[src/rtl/freq_meas_sequencer.sv]
// freq_meas_sequencer: runs period measurements and tracks frequency lock.
// Optional FREQ_MEAS_STATS_EN adds meas_cnt / to_cnt statistics outputs.
module freq_meas_sequencer #(
  parameter int LOCK_COUNT  = 4,
  parameter int MISS_COUNT  = 3,
  parameter int TIMEOUT_CYC = 1024,
  parameter int GAP_CYC     = 8
) (
  input  logic        clk,
  input  logic        reset_n,
  input  logic        enable,
  input  logic        done_tick,
  input  logic        is_5M,
  input  logic        is_10M,
  input  logic        is_20M,
  output logic        meas_start,
  output logic        busy,
  output logic        locked,
  output logic [1:0]  freq_code,
  output logic        lock_change,
  output logic        timeout_err
`ifdef FREQ_MEAS_STATS_EN
  ,
  output logic [15:0] meas_cnt,
  output logic [7:0]  to_cnt
`endif
);

  typedef enum logic [2:0] {
    S_IDLE,
    S_START,
    S_WAIT,
    S_SAMPLE,
    S_EVAL,
    S_GAP
  } state_t;

  localparam logic [3:0]  LOCK_C  = 4'(LOCK_COUNT);
  localparam logic [3:0]  MISS_C  = 4'(MISS_COUNT);
  localparam logic [15:0] TO_LAST = 16'(TIMEOUT_CYC - 2);
  localparam logic [7:0]  GAP_LAST = 8'(GAP_CYC - 1);

  state_t      state;
  logic [15:0] timer;
  logic [7:0]  gap_cnt;
  logic [3:0]  match_cnt;
  logic [3:0]  miss_cnt;
  logic [1:0]  cls;
  logic [1:0]  last_cls;

  logic [1:0]  samp_cls;
  logic [3:0]  match_nx;
  logic [3:0]  miss_nx;

`ifdef FREQ_MEAS_STATS_EN
  logic        to_flag;
`endif

  // Decode the classifier and precompute saturating counter updates
  always_comb begin
    samp_cls = 2'b00;
    match_nx = 4'd0;
    miss_nx  = miss_cnt;
    case ({is_5M, is_10M, is_20M})
      3'b100:  samp_cls = 2'b01;
      3'b010:  samp_cls = 2'b10;
      3'b001:  samp_cls = 2'b11;
      default: samp_cls = 2'b00;
    endcase
    if (cls == 2'b00)
      match_nx = 4'd0;
    else if (cls == last_cls)
      match_nx = (match_cnt == 4'hF) ? match_cnt : match_cnt + 4'd1;
    else
      match_nx = 4'd1;
    if (miss_cnt != 4'hF)
      miss_nx = miss_cnt + 4'd1;
  end

  // Measurement sequencer with registered outputs and lock tracking
  always_ff @(posedge clk or negedge reset_n) begin
    if (!reset_n) begin
      state       <= S_IDLE;
      timer       <= '0;
      gap_cnt     <= '0;
      match_cnt   <= '0;
      miss_cnt    <= '0;
      cls         <= '0;
      last_cls    <= '0;
      meas_start  <= 1'b0;
      busy        <= 1'b0;
      locked      <= 1'b0;
      freq_code   <= 2'b00;
      lock_change <= 1'b0;
      timeout_err <= 1'b0;
`ifdef FREQ_MEAS_STATS_EN
      to_flag     <= 1'b0;
      meas_cnt    <= '0;
      to_cnt      <= '0;
`endif
    end else begin
      meas_start  <= 1'b0;
      lock_change <= 1'b0;
      timeout_err <= 1'b0;
      unique case (state)
        S_IDLE: begin
          if (enable) begin
            state      <= S_START;
            meas_start <= 1'b1;
            busy       <= 1'b1;
          end
        end
        S_START: begin
          timer <= '0;
`ifdef FREQ_MEAS_STATS_EN
          to_flag <= 1'b0;
`endif
          state <= S_WAIT;
        end
        S_WAIT: begin
          timer <= timer + 16'd1;
          if (done_tick) begin
            state <= S_SAMPLE;
          end else if (timer == TO_LAST) begin
            cls         <= 2'b00;
            timeout_err <= 1'b1;
`ifdef FREQ_MEAS_STATS_EN
            to_flag     <= 1'b1;
`endif
            state       <= S_EVAL;
          end
        end
        S_SAMPLE: begin
          cls   <= samp_cls;
          state <= S_EVAL;
        end
        S_EVAL: begin
          match_cnt <= match_nx;
          last_cls  <= cls;
          if (!locked) begin
            if (match_nx >= LOCK_C) begin
              locked      <= 1'b1;
              freq_code   <= cls;
              lock_change <= 1'b1;
            end
          end else if (cls == freq_code) begin
            miss_cnt <= 4'd0;
          end else if (miss_nx >= MISS_C) begin
            locked      <= 1'b0;
            freq_code   <= 2'b00;
            miss_cnt    <= 4'd0;
            lock_change <= 1'b1;
          end else begin
            miss_cnt <= miss_nx;
          end
`ifdef FREQ_MEAS_STATS_EN
          if (meas_cnt != 16'hFFFF)
            meas_cnt <= meas_cnt + 16'd1;
          if (to_flag && to_cnt != 8'hFF)
            to_cnt <= to_cnt + 8'd1;
`endif
          gap_cnt <= '0;
          if (GAP_CYC == 0) begin
            state      <= enable ? S_START : S_IDLE;
            meas_start <= enable;
            busy       <= enable;
          end else begin
            state <= S_GAP;
          end
        end
        S_GAP: begin
          if (gap_cnt == GAP_LAST) begin
            state      <= enable ? S_START : S_IDLE;
            meas_start <= enable;
            busy       <= enable;
          end else begin
            gap_cnt <= gap_cnt + 8'd1;
          end
        end
        default: begin
          state <= S_IDLE;
          busy  <= 1'b0;
        end
      endcase
    end
  end

endmodule
[config.mk]
export PLATFORM = sky130hd
export DESIGN_NAME = freq_meas_sequencer
export DESIGN_NICKNAME = d
export VERILOG_FILES = /design/src/rtl/freq_meas_sequencer.sv
export SDC_FILE = /design/constraint.sdc
export NUM_CORES = 1
export LEC_CHECK = 0
export ABC_AREA = 1
export ABC_CLOCK_PERIOD_IN_PS = 2400
export BUFFER_PORTS_ARGS = -buffer_cell sky130_fd_sc_hd__clkbuf_2
export CAP_MARGIN = 30
export CORE_MARGIN = 5
export CORE_UTILIZATION = 65
export DETAILED_ROUTE_END_ITERATION = 10
export GPL_ROUTABILITY_DRIVEN = 0
export GPL_TIMING_DRIVEN = 1
export PLACE_DENSITY = 0.92
export SKIP_CTS_REPAIR_TIMING = 1
export SLEW_MARGIN = 10
export SYNTH_ARGS = -nofsm -noshare
export SYNTH_HDL_FRONTEND = slang
export SYNTH_SLANG_ARGS = --single-unit
[constraint.sdc]
create_clock -name clk -period 2.4 [get_ports clk]
set_clock_uncertainty 0.15 [all_clocks]
set_input_delay 0.24 -clock clk [delete_from_list [all_inputs] [get_ports clk]]
set_output_delay 0.24 -clock clk [all_outputs]
set_load 0.02 [all_outputs]
---- Word level (Yosys, flattened, before mapping) ----
Cells that the tools add are included.
storage, ports and cells
  register bits after elaboration ......... 46
  word-level logic and storage cells ...... 95
operators by class
  $lt $le $gt $ge ......................... 2
  mux-type cells .......................... 40
  bitwise gates (word level) .............. 1
  add/subtract/negate cells ............... 4
  reduce and logical (&&, ||, !) cells .... 13
  eq/ne operators ......................... 22
operators with widths
  operator                 count
  $pmux W16 S2             1
  $mux W4                  6
  $pmux W3 S6              1
  $add A16 B1 Y16 const B  1
  $eq A16 B10 Y1 const B   1
  $mux W1                  16
  $pmux W8 S2              1
  $mux W2                  6
  $mux W3                  4
  $ne A2 B2 Y1 const B     6
  $eq A3 B2 Y1 const B     3
  $eq A3 B3 Y1 const B     3
  $reduce_and A3 Y1        3
  $add A4 B1 Y4 const B    2
  $add A8 B1 Y8 const B    1
  $eq A8 B3 Y1 const B     1
  $mux W8                  1
  $reduce_bool A2 Y1       4
  $eq A3 B1 Y1 const B     2
  $pmux W2 S3              1
  $eq A2 B2 Y1             2
  $eq A4 B4 Y1 const B     1
  $ge A4 B2 Y1 const B     1
  $ge A4 B3 Y1 const B     1
  12 further kinds         13

---- Longest topological paths before layout ----
  word-level depth ........................ 8
  gate-level depth with buffers ........... 10

---- Worst setup path after synthesis ----
No wires, ideal clock.
  path kind ............................... flip-flop to flip-flop
  start point ............................. reg miss_cnt[0]
  end point ............................... reg freq_code[0]
  period minus slack after synthesis ...... 1.612 ns
  cell stages (with the launch flop) ...... 9
  data arrival time ....................... 1.344 ns
  data required time ...................... 2.132 ns
  setup time .............................. 0.118 ns
  path slack .............................. 0.788 ns
  cells stage by stage .................... dfrtp_1 -> ha_1 -> or2_0 -> a21oi_1 -> nand2_1 -> nand2_1 -> nand2_1 -> nand4_1 -> nand2_1
between the ends
  longest elaborated chain between the ends .. 5
ends and longest elaborated chain
  element                                        line    text
  start, declared                                47      logic [3:0] miss_cnt;
  start signal, assigned                         154     miss_cnt <= miss_nx;
  $add A4 B1 Y4 or $ne A4 B4 Y1 (tied branches)  77, 76
  $mux W4 *                                      76      if (miss_cnt != 4'hF)
  $ge A4 B2 Y1 *                                 148     end else if (miss_nx >= MISS_C) begin
  $ne A2 B1 Y1 (no line) *                       n/a
  $reduce_and A4 Y1 (no line) *                  n/a
  end signal, assigned                           143     freq_code <= cls;
  end, declared                                  19      output logic [1:0] freq_code,
Every way passes the cells marked *; elsewhere a longest branch is shown, timed or not.
A chain may end at the register's enable or synchronous reset.

---- Worst setup path after layout ----
Same ends and word-level chain as after synthesis.

==> qor.yml <==
status: "completed"
rsz0062_at_grt: "no"
drive_gt1_frac: 0.1561
io_buffer_count: 13
final_common_cell: "nand2_1"
final_net_count: 390
grt_max_degree: 35
clk_pin_slew_worst_paths_ps: 90
r2r-start: "miss_cnt[0]"
endpoint: "freq_code[0]"
ys_types: 35
hold_depth: 3
numCtsBuffers: 5
syn_inst: 357
p_leak_nw: 1.428
slowest_stage: "dfrtp_1"
hold_path.class: "in2reg"
syn-num-nets: 369
final_cell_mix: "nand2_1 (94), dfrtp_1 (46), inv_1 (36)"
ir_drop_uv: 484.2
synth.ff_latch_count: 46
grt_util_met3: 0.04406
die_y_um: 74.62
busiest_layer: "met2"
syn_area_sq_mm: 0.002714
min_period_over_period: 0.7490
worstSetupStartpoint: "miss_cnt[0]"
place_inst: 419
min_period_ps: 1798
grt_util_met1: 0.2896
power_density_mw_per_mm2: 835.9
clockBufferDepth: 2
vias_per_cell: 5.841
grt_pass1_vias: 2446
rrSetupSlack_ps: 600
setup-tns-final_ps: 0
drt-pass1-iter-count: 4
htree_levels: 2
rr_endpoint: "freq_code[0]"
core_sq_mm: 0.004029
crit_chain: "ha_1 -> or2_0 -> a21oi_1 -> nand2_1 -> nand2_1 -> nand2_1 -> nand4_1 -> nand2_1"
worstSetupPathType: "reg2reg"
grt_pass1_wl_um: 10740
reg2regPathDepth: 8
drtAntennaViolNets: 0
path_common_cell: "nand2_1"
max_freq_mhz: 556.3
dieArea_sq_mm: 0.005567
die_w_um: 74.62
synth_top_area_frac: 0.4242
n_antenna_cell: 0
met2_usage: 0.4654
cp_slowest_stage_delay_ps: 440
wl_per_cell_um: 14.81
dr_total_vias: 2500
tritoncts: "built"
setup_viol: 0
grt_overflow: 0
finish.utilization: 0.7407
synth.avg_cell_area_sq_um: 7.602
clock-sinks: 46
cp_top_family: "simple AND/OR/NAND/NOR gates"
relSlewSlack: 0.7441
syn2layout_area_growth_pct: 9.958
yosysWarnings: 0
io-pin-count: 14
clk_latency_ps: 300
path_buf_inv: 0
track_usage: 0.2516
drt-initial-drc-count: 218
hpwl_um: 4688
cts-root-buf: "clkbuf_8"
drv_slew: 0
cp_num_cells: 8
antenna_found_initial: 0
final-hold-violation-count: 0
worst_pin_slew_ps: 382.9
start_util: 0.6736
totalWireLength_um: 6337
netlist_top_cells_area: "dfrtp_1 (42%), nand2_1 (13%), nand3_1 (5.3%)"
crit_path_end_kind: "register"
cp.arrival_ps: 1840
critPathMaxFanout: 5
cap_violations: 0
start_kind: "register"
yosysTopAreaCell: "dfrtp_1"
hold_start: "done_tick"
fp-row-count: 23
yosysSeqAreaShare: 0.4242
route.detailed.drc: 0
final-instance-count-excl-fill: 428
required_ps: 2440
[state kept, by name (all words and copies together), names as in the netlist, 2 cells and up]
register / flops
timer: 16
match_cnt: 4
freq_code: 2
miss_cnt: 4
last_cls: 2
state: 3
gap_cnt: 8
cls: 2
[cells by family (layout without fill, tap and decap cells)]
family	Yosys count	after routing	synth area share
flops	46	46	0.4242
compound gates	56	56	0.1199
simple gates	196	196	0.3462
buf+inv	49	70	0.07008
mux	1	1	0.003688
fa+ha+maj	5	5	0.02305
xor+xnor	4	4	0.01291
[metal layers]
layer  share of wire  vias up
met5               0        -
met4           0.021        0
met3           0.048       18
met2            0.54       91
met1            0.39     1173
li1                -     1218
[power breakdown]
part	total, W	switching, W	internal (W)	leakage (nW)
logic	0.000880	0.000616	0.000264	0.741
registers	0.00103	0.000134	0.000896	0.629
clock network	0.000584	0.000251	0.000333	0.0573
total	0.00249	0.00100	0.00149	1.43
[stage by stage]
stage	power [W]	cell area (sq um)	hold slack [ps]	worst slack, ps
6_report	0.002494	2984	74.71	602.3
4_1_cts	0.002497	2954	-88.79	621.1
3_5_place_dp	0.001905	2841	235.6	643.6
2_1_floorplan	0.001678	2714	-205.6	787.8
5_1_grt	0.002654	2984	65.68	507.0
3_3_place_gp	0.001850	2841	228.3	716.7
[Yosys cell counts]
| library cell | n |
|---|---|
| nand2_1 | 94 |
| dfrtp_1 | 46 |
| inv_1 | 36 |
| nand3_1 | 29 |
| nor2_1 | 25 |
| o21ai_0 | 22 |
| o21ai_1 | 17 |
| nand4_1 | 14 |
| a21oi_1 | 9 |
| nand2_2 | 9 |
| inv_2 | 8 |
| nor3_1 | 7 |
| nor2_4 | 6 |
| ha_1 | 5 |
| nand3_2 | 4 |
| xor2_1 | 3 |
| buf_2 | 2 |
| clkinv_2 | 2 |
| nand2_4 | 2 |
| o22ai_1 | 2 |
| a21oi_2 | 1 |
| a31oi_4 | 1 |
| a32o_1 | 1 |
| and3_1 | 1 |
| clkbuf_2 | 1 |
| mux2i_1 | 1 |
| nand3b_1 | 1 |
| nor2_2 | 1 |
| nor4_1 | 1 |
| o211ai_1 | 1 |
| o21ai_2 | 1 |
| o21ai_4 | 1 |
| or2_0 | 1 |
| or2_1 | 1 |
| xnor2_1 | 1 |
[cell type report]
| class | count | area [sq um] |
|---|---|---|
| Multi-Input combinational cell | 262 | 1373 |
| Sequential cell | 46 | 1151 |
| Fill cell | 313 | 1045 |
| Inverter | 46 | 175.2 |
| Timing Repair Buffer | 17 | 110.1 |
| Clock buffer | 6 | 82.58 |
| Tap cell | 50 | 62.56 |
| Clock inverter | 1 | 30.03 |
[worst min path at each step]
stage                to  slack (ps)
4_1_cts        timer[4]         -90
6_report       state[1]          70
3_5_place_dp   timer[0]         240
2_1_floorplan      busy        -210
3_3_place_gp   timer[3]         230
5_1_grt        state[1]          70
[worst reg2reg max path, cell delays in order, from the launching register on]
cell and delay, ps:
dfrtp_1 440, ha_1 280, or2_0 210, a21oi_1 140
nand2_1 150, nand2_1 90, nand2_1 70, nand4_1 100
nand2_1 60
Power figures use the tool's default switching activity.
